**src/rtl/rv_ctrl_pkg.sv**
```systemverilog
// rv_ctrl_pkg: RV32I opcodes, control-bundle types and the funct3-to-ALU mapping
// shared by the decode stage and its combinational decoder.
package rv_ctrl_pkg;
    localparam logic [6:0] OP_LUI    = 7'b0110111;
    localparam logic [6:0] OP_AUIPC  = 7'b0010111;
    localparam logic [6:0] OP_JAL    = 7'b1101111;
    localparam logic [6:0] OP_JALR   = 7'b1100111;
    localparam logic [6:0] OP_BRANCH = 7'b1100011;
    localparam logic [6:0] OP_LOAD   = 7'b0000011;
    localparam logic [6:0] OP_STORE  = 7'b0100011;
    localparam logic [6:0] OP_IMM    = 7'b0010011;
    localparam logic [6:0] OP_REG    = 7'b0110011;
    localparam logic [6:0] F7_BASE   = 7'b0000000;
    localparam logic [6:0] F7_ALT    = 7'b0100000;
    localparam logic [6:0] F7_MULDIV = 7'b0000001;

    typedef enum logic [3:0] {
        ALU_ADD = 4'd0, ALU_SUB = 4'd1, ALU_XOR = 4'd2, ALU_OR = 4'd3,
        ALU_AND = 4'd4, ALU_SLL = 4'd5, ALU_SRL = 4'd6, ALU_SRA = 4'd7,
        ALU_SLT = 4'd8, ALU_SLTU = 4'd9, ALU_MUL = 4'd11, ALU_MULH = 4'd12,
        ALU_MULHSU = 4'd13, ALU_MULHU = 4'd14
    } alu_op_e;

    typedef enum logic [1:0] {SRC_A_RS1 = 2'd0, SRC_A_PC = 2'd1, SRC_A_ZERO = 2'd2} src_a_e;
    typedef enum logic [1:0] {WB_ALU = 2'd0, WB_LOAD = 2'd1, WB_PC4 = 2'd2} wb_sel_e;

    typedef struct packed {
        logic [4:0]  rs1;
        logic [4:0]  rs2;
        logic [4:0]  rd;
        logic [31:0] imm;
        alu_op_e     alu_op;
        src_a_e      src_a;
        logic        src_b;
        wb_sel_e     wb_sel;
        logic        reg_write;
        logic        mem_read;
        logic        mem_write;
        logic        branch;
        logic        jump;
        logic [2:0]  funct3;
        logic        illegal;
    } ctrl_t;

    // alt selects SUB over ADD and SRA/SRAI over SRL/SRLI
    function automatic alu_op_e alu_from_f3(input logic [2:0] f3, input logic alt);
        case (f3)
            3'd0:    return alt ? ALU_SUB : ALU_ADD;
            3'd1:    return ALU_SLL;
            3'd2:    return ALU_SLT;
            3'd3:    return ALU_SLTU;
            3'd4:    return ALU_XOR;
            3'd5:    return alt ? ALU_SRA : ALU_SRL;
            3'd6:    return ALU_OR;
            default: return ALU_AND;
        endcase
    endfunction
endpackage

```
**src/rtl/rv_decode_stage_if.sv**
```systemverilog
// rv_decode_stage_if: fetch-side and execute-side handshake plus control bundle
// of the decode stage; master drives fetch/execute inputs, slave is the stage.
interface rv_decode_stage_if #(parameter int PC_W = 32);
    logic            in_valid;
    logic            in_ready;
    logic [31:0]     in_instr;
    logic [PC_W-1:0] in_pc;
    logic            flush;
    logic            out_valid;
    logic            out_ready;
    logic [PC_W-1:0] out_pc;
    logic [4:0]      out_rs1;
    logic [4:0]      out_rs2;
    logic [4:0]      out_rd;
    logic [31:0]     out_imm;
    logic [3:0]      out_alu_op;
    logic [1:0]      out_src_a;
    logic            out_src_b;
    logic [1:0]      out_wb_sel;
    logic            out_reg_write;
    logic            out_mem_read;
    logic            out_mem_write;
    logic            out_branch;
    logic            out_jump;
    logic [2:0]      out_funct3;
    logic            out_illegal;

    modport master (
        output in_valid, in_instr, in_pc, flush, out_ready,
        input  in_ready, out_valid, out_pc, out_rs1, out_rs2, out_rd, out_imm, out_alu_op,
               out_src_a, out_src_b, out_wb_sel, out_reg_write, out_mem_read, out_mem_write,
               out_branch, out_jump, out_funct3, out_illegal
    );
    modport slave (
        input  in_valid, in_instr, in_pc, flush, out_ready,
        output in_ready, out_valid, out_pc, out_rs1, out_rs2, out_rd, out_imm, out_alu_op,
               out_src_a, out_src_b, out_wb_sel, out_reg_write, out_mem_read, out_mem_write,
               out_branch, out_jump, out_funct3, out_illegal
    );
endinterface

```
**src/rtl/rv_decode_comb.sv**
```systemverilog
// rv_decode_comb: combinational RV32I(+optional MUL) decoder producing the control
// bundle with immediate, plus which source registers the instruction reads.
module rv_decode_comb import rv_ctrl_pkg::*; #(
    parameter bit ENABLE_M = 1'b0
) (
    input  logic [31:0] i_instr,
    output ctrl_t       o_ctrl,
    output logic        o_uses_rs1,
    output logic        o_uses_rs2
);
    logic [6:0]  w_op, w_f7;
    logic [2:0]  w_f3;
    logic [31:0] w_imm_i, w_imm_s, w_imm_b, w_imm_u, w_imm_j;
    logic        w_bad;

    assign w_op    = i_instr[6:0];
    assign w_f3    = i_instr[14:12];
    assign w_f7    = i_instr[31:25];
    assign w_imm_i = {{20{i_instr[31]}}, i_instr[31:20]};
    assign w_imm_s = {{20{i_instr[31]}}, i_instr[31:25], i_instr[11:7]};
    assign w_imm_b = {{19{i_instr[31]}}, i_instr[31], i_instr[7], i_instr[30:25], i_instr[11:8], 1'b0};
    assign w_imm_u = {i_instr[31:12], 12'd0};
    assign w_imm_j = {{11{i_instr[31]}}, i_instr[31], i_instr[19:12], i_instr[20], i_instr[30:21], 1'b0};

    always_comb begin
        o_ctrl        = '0;
        o_ctrl.rs1    = i_instr[19:15];
        o_ctrl.rs2    = i_instr[24:20];
        o_ctrl.rd     = i_instr[11:7];
        o_ctrl.funct3 = w_f3;
        o_uses_rs1    = 1'b1;
        o_uses_rs2    = 1'b0;
        w_bad         = 1'b0;
        case (w_op)
            OP_REG: begin
                o_ctrl.src_b     = 1'b1;
                o_ctrl.reg_write = 1'b1;
                o_uses_rs2       = 1'b1;
                o_ctrl.alu_op    = alu_from_f3(w_f3, w_f7 == F7_ALT);
                if (w_f7 == F7_MULDIV) begin
                    o_ctrl.alu_op = alu_op_e'(4'd11 + {2'b00, w_f3[1:0]});
                    w_bad         = !ENABLE_M || w_f3[2];
                end else if (w_f7 == F7_ALT)
                    w_bad = !(w_f3 == 3'd0 || w_f3 == 3'd5);
                else
                    w_bad = w_f7 != F7_BASE;
            end
            OP_IMM: begin
                o_ctrl.imm       = w_imm_i;
                o_ctrl.reg_write = 1'b1;
                o_ctrl.alu_op    = alu_from_f3(w_f3, w_f3 == 3'd5 && i_instr[30]);
                w_bad            = (w_f3 == 3'd1 && w_f7 != F7_BASE) ||
                                   (w_f3 == 3'd5 && w_f7 != F7_BASE && w_f7 != F7_ALT);
            end
            OP_LOAD: begin
                o_ctrl.imm       = w_imm_i;
                o_ctrl.mem_read  = 1'b1;
                o_ctrl.wb_sel    = WB_LOAD;
                o_ctrl.reg_write = 1'b1;
                w_bad            = w_f3 == 3'd3 || w_f3 == 3'd6 || w_f3 == 3'd7;
            end
            OP_STORE: begin
                o_ctrl.imm       = w_imm_s;
                o_ctrl.mem_write = 1'b1;
                o_uses_rs2       = 1'b1;
                w_bad            = w_f3 > 3'd2;
            end
            OP_BRANCH: begin
                o_ctrl.imm    = w_imm_b;
                o_ctrl.branch = 1'b1;
                o_ctrl.src_a  = SRC_A_PC;
                o_uses_rs2    = 1'b1;
                w_bad         = w_f3 == 3'd2 || w_f3 == 3'd3;
            end
            OP_JAL: begin
                o_ctrl.imm       = w_imm_j;
                o_ctrl.jump      = 1'b1;
                o_ctrl.src_a     = SRC_A_PC;
                o_ctrl.wb_sel    = WB_PC4;
                o_ctrl.reg_write = 1'b1;
                o_uses_rs1       = 1'b0;
            end
            OP_JALR: begin
                o_ctrl.imm       = w_imm_i;
                o_ctrl.jump      = 1'b1;
                o_ctrl.wb_sel    = WB_PC4;
                o_ctrl.reg_write = 1'b1;
                w_bad            = w_f3 != 3'd0;
            end
            OP_LUI, OP_AUIPC: begin
                o_ctrl.imm       = w_imm_u;
                o_ctrl.src_a     = (w_op == OP_LUI) ? SRC_A_ZERO : SRC_A_PC;
                o_ctrl.reg_write = 1'b1;
                o_uses_rs1       = 1'b0;
            end
            default: begin
                w_bad      = 1'b1;
                o_uses_rs1 = 1'b0;
            end
        endcase
        if (o_ctrl.rd == 5'd0) o_ctrl.reg_write = 1'b0;
        if (w_bad) begin
            o_ctrl.illegal   = 1'b1;
            o_ctrl.reg_write = 1'b0;
            o_ctrl.mem_read  = 1'b0;
            o_ctrl.mem_write = 1'b0;
            o_ctrl.branch    = 1'b0;
            o_ctrl.jump      = 1'b0;
        end
    end
endmodule

```
**src/rtl/rv_decode_stage.sv**
```systemverilog
// rv_decode_stage: registered decode stage with valid/ready on both sides,
// load-use bubbling, flush and illegal-instruction flagging.
module rv_decode_stage import rv_ctrl_pkg::*; #(
    parameter int PC_W      = 32,
    parameter bit ENABLE_M  = 1'b0,
    parameter bit HAZARD_EN = 1'b1
) (
    input logic            clk,
    input logic            resetn,
    rv_decode_stage_if.slave bus
);
    ctrl_t           w_ctrl, r_ctrl;
    logic [PC_W-1:0] r_pc;
    logic            r_valid;
    logic            w_uses_rs1, w_uses_rs2, w_hazard, w_ready;

    rv_decode_comb #(.ENABLE_M(ENABLE_M)) u_dec (
        .i_instr   (bus.in_instr),
        .o_ctrl    (w_ctrl),
        .o_uses_rs1(w_uses_rs1),
        .o_uses_rs2(w_uses_rs2)
    );

    // a load still in the output register cannot forward to its immediate consumer
    assign w_hazard = HAZARD_EN && r_valid && r_ctrl.mem_read && r_ctrl.rd != 5'd0 && bus.in_valid &&
                      ((w_uses_rs1 && w_ctrl.rs1 == r_ctrl.rd) || (w_uses_rs2 && w_ctrl.rs2 == r_ctrl.rd));
    assign w_ready  = resetn && !bus.flush && !w_hazard && (!r_valid || bus.out_ready);

    always_ff @(posedge clk or negedge resetn) begin
        if (!resetn) begin
            r_valid <= 1'b0;
            r_ctrl  <= '0;
            r_pc    <= '0;
        end else if (bus.flush)
            r_valid <= 1'b0;
        else if (bus.in_valid && w_ready) begin
            r_valid <= 1'b1;
            r_ctrl  <= w_ctrl;
            r_pc    <= bus.in_pc;
        end else if (bus.out_ready)
            r_valid <= 1'b0;
    end

    assign bus.in_ready      = w_ready;
    assign bus.out_valid     = r_valid;
    assign bus.out_pc        = r_pc;
    assign bus.out_rs1       = r_ctrl.rs1;
    assign bus.out_rs2       = r_ctrl.rs2;
    assign bus.out_rd        = r_ctrl.rd;
    assign bus.out_imm       = r_ctrl.imm;
    assign bus.out_alu_op    = r_ctrl.alu_op;
    assign bus.out_src_a     = r_ctrl.src_a;
    assign bus.out_src_b     = r_ctrl.src_b;
    assign bus.out_wb_sel    = r_ctrl.wb_sel;
    assign bus.out_reg_write = r_ctrl.reg_write;
    assign bus.out_mem_read  = r_ctrl.mem_read;
    assign bus.out_mem_write = r_ctrl.mem_write;
    assign bus.out_branch    = r_ctrl.branch;
    assign bus.out_jump      = r_ctrl.jump;
    assign bus.out_funct3    = r_ctrl.funct3;
    assign bus.out_illegal   = r_ctrl.illegal;
endmodule

```
**src/flat_wrapper.sv**
```systemverilog
// flat-port wrapper written by rule: the top's interface ports become plain ports
module rv_decode_stage_flat import rv_ctrl_pkg::*;
#(
    parameter int PC_W      = 32,
    parameter bit ENABLE_M  = 1'b0,
    parameter bit HAZARD_EN = 1'b1
)
  (clk, resetn, bus_in_valid, bus_in_instr, bus_in_pc, bus_flush, bus_out_ready, bus_in_ready, bus_out_valid, bus_out_pc, bus_out_rs1, bus_out_rs2, bus_out_rd, bus_out_imm, bus_out_alu_op, bus_out_src_a, bus_out_src_b, bus_out_wb_sel, bus_out_reg_write, bus_out_mem_read, bus_out_mem_write, bus_out_branch, bus_out_jump, bus_out_funct3, bus_out_illegal);
  rv_decode_stage_if #(.PC_W(PC_W)) bus_i ();
  input logic clk;
  input logic resetn;
  input wire logic [$bits(bus_i.in_valid)-1:0] bus_in_valid;
  input wire logic [$bits(bus_i.in_instr)-1:0] bus_in_instr;
  input wire logic [$bits(bus_i.in_pc)-1:0] bus_in_pc;
  input wire logic [$bits(bus_i.flush)-1:0] bus_flush;
  input wire logic [$bits(bus_i.out_ready)-1:0] bus_out_ready;
  output wire logic [$bits(bus_i.in_ready)-1:0] bus_in_ready;
  output wire logic [$bits(bus_i.out_valid)-1:0] bus_out_valid;
  output wire logic [$bits(bus_i.out_pc)-1:0] bus_out_pc;
  output wire logic [$bits(bus_i.out_rs1)-1:0] bus_out_rs1;
  output wire logic [$bits(bus_i.out_rs2)-1:0] bus_out_rs2;
  output wire logic [$bits(bus_i.out_rd)-1:0] bus_out_rd;
  output wire logic [$bits(bus_i.out_imm)-1:0] bus_out_imm;
  output wire logic [$bits(bus_i.out_alu_op)-1:0] bus_out_alu_op;
  output wire logic [$bits(bus_i.out_src_a)-1:0] bus_out_src_a;
  output wire logic [$bits(bus_i.out_src_b)-1:0] bus_out_src_b;
  output wire logic [$bits(bus_i.out_wb_sel)-1:0] bus_out_wb_sel;
  output wire logic [$bits(bus_i.out_reg_write)-1:0] bus_out_reg_write;
  output wire logic [$bits(bus_i.out_mem_read)-1:0] bus_out_mem_read;
  output wire logic [$bits(bus_i.out_mem_write)-1:0] bus_out_mem_write;
  output wire logic [$bits(bus_i.out_branch)-1:0] bus_out_branch;
  output wire logic [$bits(bus_i.out_jump)-1:0] bus_out_jump;
  output wire logic [$bits(bus_i.out_funct3)-1:0] bus_out_funct3;
  output wire logic [$bits(bus_i.out_illegal)-1:0] bus_out_illegal;
  assign bus_i.in_valid = bus_in_valid;
  assign bus_i.in_instr = bus_in_instr;
  assign bus_i.in_pc = bus_in_pc;
  assign bus_i.flush = bus_flush;
  assign bus_i.out_ready = bus_out_ready;
  assign bus_in_ready = bus_i.in_ready;
  assign bus_out_valid = bus_i.out_valid;
  assign bus_out_pc = bus_i.out_pc;
  assign bus_out_rs1 = bus_i.out_rs1;
  assign bus_out_rs2 = bus_i.out_rs2;
  assign bus_out_rd = bus_i.out_rd;
  assign bus_out_imm = bus_i.out_imm;
  assign bus_out_alu_op = bus_i.out_alu_op;
  assign bus_out_src_a = bus_i.out_src_a;
  assign bus_out_src_b = bus_i.out_src_b;
  assign bus_out_wb_sel = bus_i.out_wb_sel;
  assign bus_out_reg_write = bus_i.out_reg_write;
  assign bus_out_mem_read = bus_i.out_mem_read;
  assign bus_out_mem_write = bus_i.out_mem_write;
  assign bus_out_branch = bus_i.out_branch;
  assign bus_out_jump = bus_i.out_jump;
  assign bus_out_funct3 = bus_i.out_funct3;
  assign bus_out_illegal = bus_i.out_illegal;
  rv_decode_stage #(.PC_W(PC_W), .ENABLE_M(ENABLE_M), .HAZARD_EN(HAZARD_EN)) u_core (.clk(clk), .resetn(resetn), .bus(bus_i));
endmodule
```
**config.mk**
```make
export PLATFORM = sky130hd
export DESIGN_NAME = rv_decode_stage_flat
export DESIGN_NICKNAME = d
export VERILOG_FILES = /design/src/rtl/rv_ctrl_pkg.sv /design/src/rtl/rv_decode_stage_if.sv /design/src/rtl/rv_decode_comb.sv /design/src/rtl/rv_decode_stage.sv /design/src/flat_wrapper.sv
export SDC_FILE = /design/constraint.sdc
export NUM_CORES = 1
export LEC_CHECK = 0
export BUFFER_PORTS_ARGS = -buffer_cell sky130_fd_sc_hd__buf_2
export CORE_MARGIN = 4
export CORE_UTILIZATION = 50
export DETAILED_ROUTE_END_ITERATION = 8
export GPL_TIMING_DRIVEN = 1
export PLACE_DENSITY = 0.85
export SLEW_MARGIN = 10
export SYNTH_ARGS = -nofsm -noshare
export SYNTH_HDL_FRONTEND = slang
export SYNTH_SLANG_ARGS = --single-unit
```
**constraint.sdc**
```tcl
create_clock -name clk -period 2.83 [get_ports clk]
set_clock_uncertainty 0.2 [all_clocks]
set_input_delay 0 -clock clk [delete_from_list [all_inputs] [get_ports clk]]
set_output_delay 0 -clock clk [all_outputs]
set_load 0.02 [all_outputs]
```
==> flow_summary.ini, run 1 <==
[timing]
drv_slew = 0
fin_crit_sh_pct = 93.9
timing_worst_slew_pin_value_ps = 749
rsz0062_at_grt = false
setup_violations = 0
finalHoldViolCount = 0
period_minus_slack_ps = 2660
tns_ps = 0
fmax_ghz = 0.376
slew-limit-headroom_pct = 50.1

[clocking]
cts_root_buffer = clkbuf_8
htree_levels = 3
clk_pin_slew_worst_paths_ps = 110
clkLatencyLatePin_ps = 370
clockBufferDepth = 2
cts_tree = built
cts.sinks = 98
numCtsBuffers = 9

[placement]
place_hpwl_mm = 9.04
gp_congestion = 0.914
placed_cells = 659
io_buffers = 167

[drt]
wl_per_cell_um = 19.7
first_iter_violations = 223
dr.pass1.iters = 6
drc = 0
drt_wl_total_mm = 14.7
vias = 4119
drtAntennaViolNets = 0
vias_per_cell = 5.51

[global_routing]
grt_util_met2_pct = 46.0
overflow = 0
met1_usage_pct = 31.5
grt_pass1_vias = 4508
antenna_found_initial = 0
grt_pass1_wl_mm = 23.3
track_usage_pct = 26.9
grt_use_met3_pct = 8.26
grt_max_degree = 60
grt-busiest-layer = met2

[synth]
synth_edf_count = 0
yosysUniqueCellTypes = 45
synth_cells = 395
synth-seq-cells = 98
async_flop_share_pct = 100
synthesis.nets = 469
ys.flop_type = dfrtp_1
netlist_area_sq_um = 4630
ys_seq_area_share_pct = 52.9
avgSynthCellArea_sq_um = 11.7
yosys_warnings = 0

[layout]
n_antenna_cell = 0
final_cells = 747
drive_above_1_share_pct = 40.7
fin_nets = 708
multi_input_area_sq_um = 1980
register_area_sq_um = 2450
syn_to_final_growth_pct = 41.8
nFillCells = 623

[worst_setup_path]
startpoint_type = flop
endpoint = u_core.bus.out_valid
critical_path.max_fanout = 28
worstRegToRegCells = 8
path_class = flop to flop
r2r_setup_slack_ps = 170
end_kind = flop
r2r_start = u_core.bus.out_rd[2]
timing.rr.end = u_core.bus.out_valid
critPathArrivalTime_ps = 2710
cp-startpoint = u_core.bus.out_rd[2]
required_ps = 2880

[floorplan]
die_w_um = 104
io_pins = 168
num_rows = 34
initial_utilization_pct = 52.4
dieArea_sq_um = 10900
die_h_um = 104
core-area_sq_um = 8850

[power_and_ir_drop]
leakage_uw = 0.00339
ir_worst_vdd_mv = 0.462
powerDensity_nw_per_um2 = 548
p_total_uw = 3600

[job]
drv_cap = 0

[worst_hold_path]
hold_path_class = primary input to flop

[outcome]
status = completed
per-layer routing:
layer | wire, um | vias to the layer above
met2 | 7390 | 223
met5 | 0 | -
li1 | - | 1850
met1 | 5540 | 1987
met3 | 1260 | 59
met4 | 509 | 0
report_power, final:
part | internal (uW) | total, uW | switching, uW
Combinational | 404 | 932 | 528
Sequential | 1570 | 1690 | 123
Clock | 428 | 976 | 549
Total | 2400 | 3600 | 1200
stage by stage:
| stage | util (%) | worst slack, ps | hold slack (ps) | instance area (sq um) |
|---|---|---|---|---|
| 2_1_floorplan | - | 565 | -496 | 4630 |
| 3_3_place_gp | 63.4 | 427 | -116 | 5610 |
| 3_5_place_dp | 63.4 | 366 | -105 | 5610 |
| 4_1_cts | 73.8 | 42.7 | 14.1 | 6530 |
| 5_1_grt | 74.3 | 4.25 | 53.7 | 6570 |
| 6_report | 74.3 | 173 | 37.9 | 6570 |
cell usage after synthesis, types with 2 or more instances:
| cell | n | area, sq um |
|---|---|---|
| buf_4 | 3 | 22.5 |
| ha_1 | 5 | 62.6 |
| a222oi_1 | 2 | 20.0 |
| or3_1 | 2 | 12.5 |
| xor2_1 | 3 | 26.3 |
| nor4bb_1 | 2 | 20.0 |
| nand3_1 | 4 | 20.0 |
| nand2b_1 | 5 | 31.3 |
| nand4_1 | 3 | 18.8 |
| nor3_1 | 4 | 20.0 |
| o21ai_0 | 7 | 35.0 |
| and2_1 | 4 | 25.0 |
| and3_1 | 2 | 12.5 |
| inv_1 | 37 | 139 |
| a21o_1 | 4 | 30.0 |
| clkbuf_1 | 7 | 26.3 |
| or4_1 | 2 | 15.0 |
| buf_2 | 7 | 35.0 |
| nor2_1 | 14 | 52.6 |
| nor2b_1 | 5 | 31.3 |
| a21oi_1 | 25 | 125 |
| mux2i_1 | 34 | 340 |
| a22o_1 | 4 | 35.0 |
| xnor2_1 | 7 | 61.3 |
| mux2_2 | 65 | 732 |
| nand2_1 | 21 | 78.8 |
| o31ai_1 | 2 | 15.0 |
| dfrtp_1 | 98 | 2450 |
worst max-delay path, cell delays in order, from the launching register on:
cell and delay (ps):
dfrtp_1 480, xnor2_1 170, nand4_1 150, a2111oi_2 300, o2111ai_2 190, nand3_4 190, buf_16 200, o21ai_0 100
dlygate4sd3_1 560
final cells by class:
type	count	share of cell area, %
sequential	98	37.3
clock buffer	9	1.88
inverter	37	2.11
multi-input combinational	243	30.2
clock inverter	7	1.31
tap	108	2.06
timing repair buffer	245	25.1
layout by cell type (no fill, tap or decap), types with 7 or more instances in the layout:
cell type,n
clkbuf_8,9
dfrtp_1,98
dlygate4sd3_1,71
xnor2_1,7
buf_2,166
mux2_2,65
nand2_1,21
mux2i_1,34
inv_1,37
o21ai_0,7
a21oi_1,25
nor2_1,14
registers in the layout, indices dropped and copies added (netlist names), 2 cells and up:
register               flops
u_core.bus.out_imm        32
u_core.bus.out_pc         32
u_core.bus.out_rd          5
u_core.bus.out_rs1         5
u_core.bus.out_rs2         5
u_core.bus.out_alu_op      4
u_core.bus.out_funct3      3
u_core.bus.out_src_a       2
u_core.bus.out_wb_sel      2
worst min-delay path by stage:
| stage | slack, ps | from | endpoint | depth (start not counted) |
|---|---|---|---|---|
| after floorplan | -500 | resetn | u_core.bus.out_alu_op[0] | 0 |
| after detailed placement | -100 | resetn | u_core.bus.out_imm[4] | 2 |
| after global placement | -120 | resetn | u_core.bus.out_imm[1] | 2 |
| after global routing | 50 | bus_in_valid | u_core.bus.out_imm[23] | 4 |
| final | 40 | bus_in_valid | u_core.bus.out_imm[24] | 4 |
| after CTS | 10 | bus_in_valid | u_core.bus.out_imm[6] | 4 |
kinds of logic after synthesis:
group,after synthesis,synth area share (%)
xor+xnor,10,1.89
buf+inv,54,4.81
mux,99,23.1
fa+ha+maj,5,1.35
simple gates,75,8.50
compound gates,54,7.40
flops,98,52.9
what timing repair did:
item	4_1_cts	5_1_grt
setup endpoints to repair	0	1
gates resized for setup	0	4
hold buffers	71	0
hold endpoints to repair	132	0
setup buffers	0	0
Power figures use the tool's default switching activity.
==> run 2: changes to the inputs <==
--- a/config.mk
+++ b/config.mk
@@ -10,6 +10,7 @@
 export CORE_UTILIZATION = 50
 export DETAILED_ROUTE_END_ITERATION = 8
 export GPL_TIMING_DRIVEN = 1
+export HOLD_SLACK_MARGIN = 0.12
 export PLACE_DENSITY = 0.85
 export SLEW_MARGIN = 10
 export SYNTH_ARGS = -nofsm -noshare
==> flow_summary.ini, run 2 (synthesized netlist as in run 1, its figures left out) <==
[power_and_ir_drop]
p_total_uw = 3620
ir_worst_vdd_mv = 0.461
powerDensity_nw_per_um2 = 532
leakage_uw = 0.00348

[timing]
drv_slew = 0
timing_worst_slew_pin_value_ps = 757
setup_violations = 0
fin_ws_ps = 146
whs_ps = 169
finalHoldViolCount = 0
fin_crit_sh_pct = 94.9
period_minus_slack_ps = 2680
fmax_ghz = 0.373
slew-limit-headroom_pct = 49.6

[floorplan]
core-area_sq_um = 8850
initial_utilization_pct = 52.4
die_w_um = 104
num_rows = 34
dieArea_sq_um = 10900
io_pins = 168
die_h_um = 104

[placement]
dpl_worst_slack_ps = 366
gp_congestion = 0.914
placed_area_sq_um = 5610
place_hpwl_mm = 9.04
io_buffers = 167

[layout]
syn_to_final_growth_pct = 46.7
final_cell_area_sq_um = 6800
fin_nets = 727
final_cell_mix = buf_2, dfrtp_1, dlygate4sd3_1, mux2_2, inv_1
n_antenna_cell = 0
drive_above_1_share_pct = 40.4
final_core_util_pct = 76.8
final_common_cell = buf_2

[drt]
dr.pass1.iters = 6
drc = 0
vias_per_cell = 5.42
vias = 4151
drtAntennaViolNets = 0
drt_wl_total_mm = 14.9
first_iter_violations = 215
wl_per_cell_um = 19.5

[global_routing]
grt_pass1_vias = 4600
grt_pass1_wl_mm = 23.6
antenna_found_initial = 0
overflow = 0
grt_max_degree = 60
track_usage_pct = 27.1

[clocking]
cts_root_buffer = clkbuf_8
cts.sinks = 98
clk_pin_slew_worst_paths_ps = 110
htree_levels = 3
cts_tree = built
clockBufferDepth = 2
clkLatencyLatePin_ps = 370
numCtsBuffers = 9

[worst_setup_path]
r2r_start = u_core.bus.out_rd[0]
critical_path.max_fanout = 8
end_kind = flop
critPathArrivalTime_ps = 2800
worstRegToRegCells = 8
r2r_setup_slack_ps = 170
timing.rr.end = u_core.bus.out_imm[9]
startpoint_type = primary input
required_ps = 2950
path_class = primary input to flop

[worst_hold_path]
hp-start = bus_in_instr[3]
worstHoldEndpoint = u_core.bus.out_imm[0]
hold_depth = 4
hold_path_class = primary input to flop

[outcome]
status = completed

[job]
drv_cap = 0
[run 2: worst max path at each step]
stage / depth (start not counted) / start / end / slack [ps]
floorplan: 7 / u_core.bus.out_rd[4] / u_core.bus.out_alu_op[3] / 560
global placement: 8 / bus_in_instr[2] / u_core.bus.out_rs1[3] / 430
detailed placement: 7 / u_core.bus.out_rd[2] / u_core.bus.out_pc[7] / 370
CTS: 8 / bus_in_instr[5] / u_core.bus.out_imm[9] / 10
global route: 8 / u_core.bus.out_rd[2] / u_core.bus.out_imm[5] / -2
finish: 8 / bus_in_instr[2] / u_core.bus.out_imm[9] / 150
[run 2: cell type report]
class                      count  area, sq um
clock inverter                 7         86.3
tap                          108          135
clock buffer                   9          124
fill                         606         2050
sequential                    98         2450
multi-input combinational    243         2000
inverter                      37          139
timing repair buffer         264         1860
[run 2: what timing repair did]
action / 4_1_cts / 5_1_grt
hold buffers: 87 / 0
endpoints found under the hold margin: 134 / 0
setup endpoints to repair: 0 / 6
gates resized for setup: 0 / 9
setup buffers: 0 / 2
[run 2: critical path: stages]
cell	delay, ps
buf_2	150
dlygate4sd3_1	650
nand4b_1	290
o21ai_4	350
nand2_1	80
dlygate4sd3_1	570
mux2i_1	140
dlygate4sd3_1	560
[run 2: metal layers]
layer,GRT usage (%),share of wire (%),routed length [um],vias to the layer above
li1,-,-,-,1885
met1,32.4,38,5710,2028
met2,46.0,51,7610,209
met3,8.94,8.7,1300,29
met4,8.74,2.1,306,0
met5,0,0,0,-
[run 2: stage by stage]
stage	TNS, ps	std cells
finish	0	766
global route	-2.10	766
CTS	0	762
detailed placement	0	659
floorplan	0	395
global placement	0	659
[run 2: power breakdown]
| part | internal (uW) | total, uW | switching (uW) |
|---|---|---|---|
| sequential | 1570 | 1690 | 120 |
| clock | 428 | 979 | 552 |
| combinational | 417 | 947 | 530 |
| total | 2410 | 3620 | 1200 |
